`src/rtl/poly_pkg.sv`:
```
// Shared types and helpers for the cyclic polynomial multiplier datapath.
// Coefficient slicing, ternary encodings and the streamer state enum.
package poly_pkg;

    localparam int COEF_W     = 11;
    localparam int POLY_MAX_C = 64;
    localparam int POLY_MAX_W = POLY_MAX_C * COEF_W;
    localparam int POLY_IX_W  = $clog2(POLY_MAX_W);

    localparam logic [1:0] TERN_ZERO = 2'b00;
    localparam logic [1:0] TERN_POS  = 2'b01;
    localparam logic [1:0] TERN_NEG  = 2'b11;

    typedef enum logic [1:0] {
        IDLE,
        LOAD,
        STREAM
    } state_t;

    // Coefficient k lives at bits [11k+10:11k] of a zero-extended bus.
    function automatic logic [COEF_W-1:0] coef_at(
        input logic [POLY_MAX_W-1:0] bus,
        input int unsigned           k
    );
        logic [POLY_IX_W-1:0] base;
        base = POLY_IX_W'(k * COEF_W);
        return bus[base +: COEF_W];
    endfunction

endpackage

```
`src/rtl/poly_mod3_lift.sv`:
```
// Centre-lift a mod-2^W coefficient and reduce it mod 3 to a ternary code.
// Only instantiated when POLY_MOD3_LIFT_EN is defined.
module poly_mod3_lift
    import poly_pkg::*;
#(
    parameter int W = COEF_W
) (
    input  logic [W-1:0] coef,
    output logic [1:0]   tern
);

    // Lifting subtracts 2^W; 2^W mod 3 is 2 for odd W, 1 for even W.
    localparam logic [2:0] ADJ = (W % 2 == 1) ? 3'd1 : 3'd2;

    logic [1:0] r_raw;
    logic [2:0] r_sum;
    logic [1:0] r;

    always_comb begin
        r_raw = 2'(coef % W'(3));
        r_sum = {1'b0, r_raw};
        if (coef[W-1]) begin
            r_sum = {1'b0, r_raw} + ADJ;
        end
        r = (r_sum >= 3'd3) ? 2'(r_sum - 3'd3) : r_sum[1:0];
        case (r)
            2'd1:    tern = TERN_POS;
            2'd2:    tern = TERN_NEG;
            default: tern = TERN_ZERO;
        endcase
    end

endmodule

```
`src/rtl/poly_coeff_streamer.sv`:
```
// Snapshots the multiplier product bus and streams one coefficient per beat.
// Define POLY_MOD3_LIFT_EN to emit centre-lifted mod-3 ternary codes instead.
module poly_coeff_streamer
    import poly_pkg::*;
#(
    parameter int N = 5,
    parameter int W = COEF_W
) (
    input  logic                   clk,
    input  logic                   reset,
    input  logic [(N+1)*W-1:0]     poly_i,
    input  logic                   capture_i,
    output logic [W-1:0]           coeff_o,
    output logic [$clog2(N+1):0]   idx_o,
    output logic                   valid_o,
    input  logic                   ready_i,
    output logic                   last_o,
    output logic                   busy_o,
    output logic                   overrun_o
);

    localparam int IW = $clog2(N+1) + 1;
    localparam int PW = (N+1) * W;
    localparam logic [IW-1:0] LAST_IX = IW'(N);

    state_t state_q, state_n;

    logic [PW-1:0]         snap_q, snap_n;
    logic [POLY_MAX_W-1:0] snap_ext;
    logic [W-1:0]          coeff_n;
    logic [IW-1:0]         idx_n, idx_inc, sel_idx;
    logic                  valid_n, last_n, busy_n, ovr_n;
    logic                  hs;
    logic [W-1:0]          sel_word, out_word;

    assign snap_ext = POLY_MAX_W'(snap_q);
    assign idx_inc  = idx_o + 1'b1;
    assign sel_idx  = (state_q == LOAD) ? '0 : idx_inc;
    assign sel_word = W'(coef_at(snap_ext, 32'(sel_idx)));

`ifdef POLY_MOD3_LIFT_EN
    logic [1:0] tern;

    poly_mod3_lift #(.W(W)) u_lift (
        .coef (sel_word),
        .tern (tern)
    );

    assign out_word = {{(W-2){1'b0}}, tern};
`else
    assign out_word = sel_word;
`endif

    always_comb begin
        state_n = state_q;
        snap_n  = snap_q;
        coeff_n = coeff_o;
        idx_n   = idx_o;
        valid_n = valid_o;
        last_n  = last_o;
        busy_n  = busy_o;
        // The final-handshake cycle still counts as busy.
        ovr_n   = overrun_o | (capture_i & busy_o);
        hs      = valid_o & ready_i;

        case (state_q)
            IDLE: begin
                if (capture_i) begin
                    snap_n  = poly_i;
                    busy_n  = 1'b1;
                    state_n = LOAD;
                end
            end
            LOAD: begin
                coeff_n = out_word;
                idx_n   = '0;
                valid_n = 1'b1;
                last_n  = (LAST_IX == '0);
                state_n = STREAM;
            end
            STREAM: begin
                if (hs) begin
                    if (last_o) begin
                        valid_n = 1'b0;
                        last_n  = 1'b0;
                        busy_n  = 1'b0;
                        state_n = IDLE;
                    end else begin
                        coeff_n = out_word;
                        idx_n   = idx_inc;
                        last_n  = (idx_inc == LAST_IX);
                    end
                end
            end
            default: state_n = IDLE;
        endcase
    end

    always_ff @(posedge clk) begin
        if (reset) begin
            state_q   <= IDLE;
            snap_q    <= '0;
            coeff_o   <= '0;
            idx_o     <= '0;
            valid_o   <= 1'b0;
            last_o    <= 1'b0;
            busy_o    <= 1'b0;
            overrun_o <= 1'b0;
        end else begin
            state_q   <= state_n;
            snap_q    <= snap_n;
            coeff_o   <= coeff_n;
            idx_o     <= idx_n;
            valid_o   <= valid_n;
            last_o    <= last_n;
            busy_o    <= busy_n;
            overrun_o <= ovr_n;
        end
    end

endmodule

```
`config.mk`:
```
export PLATFORM = sky130hd
export DESIGN_NAME = poly_coeff_streamer
export DESIGN_NICKNAME = d
export VERILOG_FILES = /design/src/rtl/poly_pkg.sv /design/src/rtl/poly_mod3_lift.sv /design/src/rtl/poly_coeff_streamer.sv
export SDC_FILE = /design/constraint.sdc
export NUM_CORES = 1
export LEC_CHECK = 0
export ABC_AREA = 1
export CORE_AREA = 2 2 91 93
export CTS_CLUSTER_DIAMETER = 80
export DETAILED_ROUTE_END_ITERATION = 6
export DIE_AREA = 0 0 93 95
export PLACE_DENSITY = 0.77
export SLEW_MARGIN = 30
export SYNTH_ARGS = -nofsm -noshare
export SYNTH_HDL_FRONTEND = slang
export SYNTH_SLANG_ARGS = --single-unit
```
`constraint.sdc`:
```
create_clock -name clk -period 2.38 [get_ports clk]
set_input_delay 0.238 -clock clk [delete_from_list [all_inputs] [get_ports clk]]
set_output_delay 0.238 -clock clk [all_outputs]
set_load 0.05 [all_outputs]
```
---- Word-level counts from Yosys, hierarchy flattened ----
Index checks and enable logic that the tools add are counted.
storage, ports and cells
  flip-flop bits (word level) ............. 87
  bits in latches ......................... 0
  memory bits (writable) .................. 0
  ROM bits ................................ 0
  output and inout bits ................... 19
  memories kept ........................... 0
operators by class
  add/sub/neg operators ................... 1
  multiply operators ...................... 1
  divide/modulo/power cells ............... 0
  magnitude comparators ................... 0
  eq/ne operators ......................... 7
  shift operators ......................... 1
  muxes and demuxes ....................... 19
  bitwise operators ....................... 3
  reductions and logical operators ........ 9
operators with widths
  kind                   count
  $shiftx A704 B9 Y11    1
  $mux W11               2
  $pmux W11 S2           1
  $mux W4                3
  $reduce_and A3 Y1      3
  $mul A4 B4 Y8 const B  1
  $ne A2 B2 Y1 const B   4
  $pmux W4 S2            1
  $mux W2                3
  $pmux W1 S2            3
  $pmux W2 S3            1
  $mux W1                5
  $add A4 B1 Y4 const B  1
  $eq A4 B3 Y1 const B   1
  $reduce_and A2 Y1      2
  $reduce_and A4 Y1      1
  $reduce_bool A2 Y1     2
  $and A1 B1 Y1          2
  $eq A2 B1 Y1 const B   1
  $eq A2 B2 Y1 const B   1
  $logic_not A2 Y1       1
  $or A1 B1 Y1           1

---- Depth between registers and ports, before layout ----
Gate-level depths: netlist (run 1).
  depth in word-level cells ............... 7
  depth in mapped cells ................... 11

---- Worst setup path before layout (run 1) ----
No wires, ideal clock.
  path type ............................... flip-flop to flip-flop
  start point ............................. register idx_o[0]
  end point ............................... register coeff_o[9]
  arrival time ............................ 1.983 ns
  required time ........................... 2.248 ns
  path slack .............................. 0.264 ns
  stages on the path, launching flop included .. 12
  path buffers ............................ 2
  period minus slack after synthesis ...... 2.116 ns
  cell sequence ........................... dfxtp_1 > inv_2 > clkbuf_1 > ha_1 > nand2_1 > inv_1 > buf_2 > nand3_1 > nand2_1 > nand2_1 > nand3_1 > a21oi_1
between the ends
  cells in the longest elaborated chain, start to end .. 7
RTL lines
  item                      RTL line                    text
  start: declaration        poly_coeff_streamer.sv:14   output logic [$clog2(N+1):0] idx_o,
  start signal: assignment  poly_coeff_streamer.sv:113  idx_o <= idx_n;
  $add A4 B1 Y4 (*)         poly_coeff_streamer.sv:37   assign idx_inc = idx_o + 1'b1;
  $mux W4 (*)               poly_coeff_streamer.sv:38   assign sel_idx = (state_q == LOAD) ? '0 : idx_inc;
  $mul A4 B4 Y8 (*)         poly_pkg.sv:26              base = POLY_IX_W'(k * COEF_W);
  $shiftx A704 B9 Y11 (*)   poly_pkg.sv:27              return bus[base +: COEF_W];
  $mux W11                  poly_coeff_streamer.sv:83   if (last_o) begin
  $mux W11                  poly_coeff_streamer.sv:82   if (hs) begin
  $pmux W11 S2 (*)          poly_coeff_streamer.sv:66   case (state_q)
  end signal: assignment    poly_coeff_streamer.sv:112  coeff_o <= coeff_n;
  end: declaration          poly_coeff_streamer.sv:13   output logic [W-1:0] coeff_o,
Mark *: on every way between the ends. The rest lies on a longest branch, timed or not. The select of a mux whose other input is x is not followed.
A chain may end at the register's enable or synchronous reset.

---- Final worst setup path (run 1) ----
  start point ............................. register idx_o[0]
  end point ............................... register coeff_o[2]
The elaborated chain is that of the path after synthesis.

==> results of run 1 <==
[metal layers]
| layer | track usage (%) | routed length [µm] |
|---|---|---|
| met5 | 0 | 0 |
| met4 | 6.495 | 163 |
| met3 | 3.591 | 446 |
| met2 | 38.59 | 4644 |
| met1 | 27.30 | 4138 |
[state kept, by name, summed over array words and instances (netlist names)]
signal,count
overrun_o,1
valid_o,1
idx_o,4
last_o,1
state_q,2
snap_q,66
busy_o,1
coeff_o,11
[cell usage in the layout, fill, tap and decap left out]
cell type | Yosys | routed
o21ai_0 | 71 | 71
inv_2 | 2 | 2
nor2_2 | 1 | 1
nand4_1 | 1 | 1
buf_4 | 4 | 10
clkbuf_1 | 14 | 1
xor2_1 | 1 | 1
o21ai_1 | 1 | 1
clkinv_4 | 0 | 2
nor2_1 | 104 | 104
nand3b_1 | 8 | 8
clkdlybuf4s50_1 | 0 | 88
clkbuf_8 | 0 | 10
nand2_1 | 86 | 85
nand3_1 | 69 | 69
inv_1 | 28 | 28
ha_1 | 2 | 2
nand2_2 | 6 | 7
nor2_4 | 1 | 1
dfxtp_1 | 87 | 87
a21oi_1 | 36 | 36
nor3b_1 | 1 | 1
o211ai_1 | 1 | 1
clkinv_2 | 0 | 2
bufinv_16 | 0 | 1
[stage by stage]
step | setup WS [ps] | hold slack, ps | cells
5_1_grt | 328.1 | 484.4 | 725
2_1_floorplan | 264.4 | 382.7 | 546
4_1_cts | 480.2 | 467.7 | 725
3_5_place_dp | 508.0 | 454.8 | 709
3_3_place_gp | 535.6 | 444.8 | 709
6_report | 459.1 | 464.2 | 725
[worst reg2reg max path, delay by kind of cell (launching register included)]
kind,cells,cell delay (ps)
simple gates,5,480
buf+inv,2,470
flops,1,430
fa+ha+maj,1,350
compound gates,1,70
[final cells by class]
type	count	share of cell area [%]
flip-flops and latches	87	35.46
clock inverters	5	1.172
clock buffers	11	2.878
well taps	105	2.674
multi-input cells	389	36.07
repair buffers	98	19.46
inverters	30	2.292
[power groups by stage]
stage / combinational [W] / clock, W / sequential (W)
2_1_floorplan: 0.000354 / 0 / 0.00170
3_3_place_gp: 0.000591 / 0 / 0.00167
3_5_place_dp: 0.000600 / 0 / 0.00167
4_1_cts: 0.000603 / 0.00103 / 0.00164
5_1_grt: 0.000674 / 0.00110 / 0.00165
6_report: 0.000599 / 0.00101 / 0.00164
[cells by family after synthesis]
group / Yosys count
and+or+nand+nor: 277
buffers and inverters: 70
adders and majority gates: 2
AOI/OAI and AO/OA: 109
DFF: 87
xor gates and xnor gates: 1
[how the worst max path moves through the flow]
stage	end	depth (start not counted)	slack, ps	start
detailed placement	coeff_o[2]$_SDFFE_PP0P_	9	510	idx_o[0]$_SDFFE_PP0P_
CTS	coeff_o[2]$_SDFFE_PP0P_	9	480	idx_o[0]$_SDFFE_PP0P_
global route	coeff_o[2]$_SDFFE_PP0P_	9	330	idx_o[0]$_SDFFE_PP0P_
finish	coeff_o[2]$_SDFFE_PP0P_	9	460	idx_o[0]$_SDFFE_PP0P_
floorplan	coeff_o[9]$_SDFFE_PP0P_	11	260	idx_o[0]$_SDFFE_PP0P_
global placement	coeff_o[2]$_SDFFE_PP0P_	9	540	state_q[1]$_SDFFE_PP0P_
==> impl_metrics.toml, run 1 <==
[clock_tree]
clkTransAtPathRegs_ps = 80
cts_num_sinks = 87
cts_tree = "done"
htreeDepth = 3
post_cts_buffers = 0
insertion_delay_ps = 350
cts_root_buf = "clkbuf_8"
cts.repair.resized = 0
cts_hold_buf = 0
cts_buffers = 9
cts_buffer_depth = 2

[setup_path]
crit_fanout = 15
r2r_start = "idx_o[0]$_SDFFE_PP0P_"
crit_slowest_cell = "dfxtp_1"
cp.required_ps = 2620
cp_cell_sequence = "inv_2 > ha_1 > nand2_1 > inv_1 > nand3_1 > nand2_1 > nand2_1 > nand3_1 > a21oi_1"
regToRegSetupSlack_ps = 460
timing.rr.end = "coeff_o[2]$_SDFFE_PP0P_"
startpoint_type = "flop"
cp.arrival_ps = 2160
critical-path-max-stage-delay_ps = 430
cp_top_family = "simple AND/OR/NAND/NOR gates"
rr_worst_depth = 9
cp-end-kind = "flop"
worst-path-buf-inv = 2
crit_type = "reg -> reg"
cp_common_cell = "nand2_1"

[synth]
synth_edf_count = 0
synth_common_cells = "nor2_1, dfxtp_1, nand2_1, o21ai_0, nand3_1"
ys_seq_area_share_pct = 45.36
synth-simple-area-share_pct = 30.92
synth_compound_area_share_pct = 14.27
synth.most_common_cell = "nor2_1"
avgSynthCellArea_um2 = 7.033
synth_top_cell_by_area = "dfxtp_1"
yosysWarnings = 0
synthesis.area_mm2 = 0.003840
synthXorXnorAreaFrac_pct = 0.2281
synth_top_family_by_area = "simple AND/OR/NAND/NOR gates"
synth_top_area_share_pct = 45.36
synth_fa_ha_area_share_pct = 0.6517
yosysUniqueCellTypes = 23
syn_nets = 618
ys_async_sr_fraction_pct = 0
ys_ff_latch = 87
synth.area.top_cells = "dfxtp_1, nor2_1, o21ai_0"
syn_inst = 546
yosys-mux-area-fraction_pct = 0
synthFlopType = "dfxtp_1"

[finish]
fillerInstances = 749
multiInputGateArea_mm2 = 0.001772
diodes = 0
drive_gt1_share_pct = 5.806
area_growth_pct = 27.92
register_area_mm2 = 0.001742
stdcell_area_mm2 = 0.004912
final_util_pct = 61.96
fin_nets = 687

[global_route]
grt_pass1_vias = 3376
antenna_found_initial = 0
grt_usage_pct = 21.78
grt_pass1_wl_mm = 15.29
grt_overflow = 0
grt_max_degree = 52

[hold_path]
worstHoldPathType = "reg -> reg"
whs_path_depth = 2
hold_end = "snap_q[47]$_SDFFE_PP0P_"
hp-start = "snap_q[47]$_SDFFE_PP0P_"

[sta]
slew-limit-headroom_pct = 61.63
setup_viol = 0
rsz0062_at_grt = "false"
fin_skew_ps = 7.240
fmax_mhz = 520.6
min_period_over_period_pct = 80.71
fin_tns_setup_ps = 0
hold_viol = 0
min_period_ps = 1921
finalMaxSlewViolations = 0
tightest_slew_ps = 573.5

[place]
gp_congestion = 0.8803
postPlaceCellArea_mm2 = 0.004713
port_buffers = 88
post-dp-hpwl_mm = 6.948

[detailed_routing]
wire_per_inst_um = 12.95
first_pass_iters = 5
via_per_inst = 5.099
finalWirelength_mm = 9.392
num_vias = 3697
drt_iter0_drc = 162
drc_errors = 0
antenna_left = 0

[power_and_ir_drop]
p_leak_nw = 1.998
switching_share_pct = 27.65
p_sw_w = 0.0008997
p_int_w = 0.002354
power_w = 0.003254
vdd_drop_max_mv = 0.2818
clkPwrFrac_pct = 31.2
seqPwrFrac_pct = 50.4
powerDensity_mw_per_mm2 = 662.5
combPwrFrac_pct = 18.4

[status]
status = "completed"

[die]
io_pins = 89
row_count = 33
coreArea_mm2 = 0.007928
start_util_pct = 48.44
fp.dieW_um = 93
dieArea_mm2 = 0.008835
die_y_um = 95

[run]
drv_cap = 0
Power figures use the tool's default switching activity.
==> run 2: changes to the inputs <==
==> constraint.sdc (replaced) <==
create_clock -name clk -period 1.8 [get_ports clk]
set_input_delay 0.18 -clock clk [delete_from_list [all_inputs] [get_ports clk]]
set_output_delay 0.18 -clock clk [all_outputs]
set_load 0.05 [all_outputs]
==> impl_metrics.toml, run 2 (synthesis gave the netlist of run 1 again) <==
[setup_path]
cp-end-kind = "output pin"
crit_type = "reg -> out"
crit_slowest_cell = "clkdlybuf4s50_1"
cp.arrival_ps = 1570
startpoint_type = "flop"
worst-path-buf-inv = 1
cp_top_family = "buffers and inverters"
cp.required_ps = 1620
crit_fanout = 4
cp_cell_sequence = "clkdlybuf4s50_1"
critical-path-max-stage-delay_ps = 820

[global_route]
grt_max_degree = 72
grt_pass1_wl_mm = 16.02
grt_usage_pct = 22.96
grt_pass1_vias = 3452
antenna_found_initial = 0
grt_overflow = 0

[power_and_ir_drop]
powerDensity_mw_per_mm2 = 890.1
vdd_drop_max_mv = 0.3796
p_leak_nw = 2.047

[detailed_routing]
drt_iter0_drc = 297
first_pass_iters = 5
via_per_inst = 5.193
drc_errors = 0
wire_per_inst_um = 13.17
num_vias = 3791
antenna_left = 0
finalWirelength_mm = 9.612

[finish]
multiInputGateArea_mm2 = 0.001774
top_register = "snap_q"
drive_gt1_share_pct = 7.520
area_growth_pct = 30.76
top_regs = "snap_q x66, coeff_o x11, idx_o x4"
fillerInstances = 771
diodes = 0
layout_common_cells = "nor2_1, clkdlybuf4s50_1, dfxtp_1"
fin_nets = 692
register_area_mm2 = 0.001747
layout_commonest_cell = "nor2_1"
largest_reg_flops = 66

[status]
status = "completed"

[place]
gp_congestion = 0.8484
post-dp-hpwl_mm = 7.009
port_buffers = 88
pre_cts_slack_ps = 153.1

[sta]
setup_ws_ps = 52.72
min_period_ps = 1747
tightest_slew_ps = 506.9
fin_tns_setup_ps = 0
hold_viol = 0
rsz0062_at_grt = "false"
slew-limit-headroom_pct = 66.10
min_period_over_period_pct = 97.07
fin_skew_ps = 7.606
fmax_mhz = 572.3
finalMaxSlewViolations = 0
setup_viol = 0

[clock_tree]
clkTransAtPathRegs_ps = 80
insertion_delay_ps = 360
cts_root_buf = "clkbuf_8"
cts_buffer_depth = 2
cts_buffers = 9
cts_tree = "done"
htreeDepth = 3
post_cts_buffers = 0
cts_num_sinks = 87

[hold_path]
worstHoldPathType = "in -> reg"

[run]
drv_cap = 0

[die]
die_y_um = 95
coreArea_mm2 = 0.007928
dieArea_mm2 = 0.008835
row_count = 33
io_pins = 89
start_util_pct = 48.44
fp.dieW_um = 93
-- run 2: timing repair --
item | CTS | global route
hold buffers | 0 | 0
resized for setup | 0 | 4
hold endpoints to repair | 0 | 0
endpoints found under the setup margin | 0 | 7
-- run 2: metrics by stage --
stage                     area (µm²)  std cells  hold WS, ps  power [W]  util, %
after floorplan                 3845        546        324.7   0.002712        -
after global placement          4783        713        442.9   0.003008    60.34
after detailed placement        4783        713        449.4   0.003025    60.34
after CTS                       5005        729        425.9   0.004499    63.13
after global routing            5021        730        458.1   0.004704    63.34
final                           5021        730        437.3   0.004469    63.34
-- run 2: final timing paths --
| kind | from | endpoint | slack, ps | cells after the start |
|---|---|---|---|---|
| setup reg to reg | idx_o[0]$_SDFFE_PP0P_ | coeff_o[5]$_SDFFE_PP0P_ | 130 | 9 |
| setup / recovery | idx_o[2]$_SDFFE_PP0P_ | idx_o[2] | 50 | 1 |
| hold reg to reg | snap_q[45]$_SDFFE_PP0P_ | snap_q[45]$_SDFFE_PP0P_ | 460 | 2 |
| hold / removal | poly_i[41] | snap_q[41]$_SDFFE_PP0P_ | 440 | 3 |
-- run 2: layout make-up --
cell class,count,area share (%)
multi-input combinational,389,35.34
sequential,87,34.79
timing repair buffer,102,20.38
tap,105,2.616
clock buffer,9,2.467
inverter,30,2.317
clock inverter,7,1.944
timing repair inverter,1,0.1495
-- run 2: per-layer routing --
metal / track usage, % / up-vias / wire length (µm) / share of wire, %
li1: - / 1924 / - / -
met2: 38.10 / 126 / 4578 / 48
met3: 2.953 / 18 / 618 / 6.4
met5: 0 / - / 0 / 0
met1: 30.24 / 1723 / 4195 / 44
met4: 9.681 / 0 / 218 / 2.3
-- run 2: tightest hold or removal path, cell delays in order --
cell and delay (ps):
clkdlybuf4s50_1 390, o21ai_0 150, nor2_1 40
-- run 2: power by group --
| part | internal, W | total [W] | switching, W |
|---|---|---|---|
| clock | 0.000783 | 0.00149 | 0.000706 |
| combinational | 0.000365 | 0.000817 | 0.000452 |
| sequential | 0.00208 | 0.00216 | 0.0000801 |
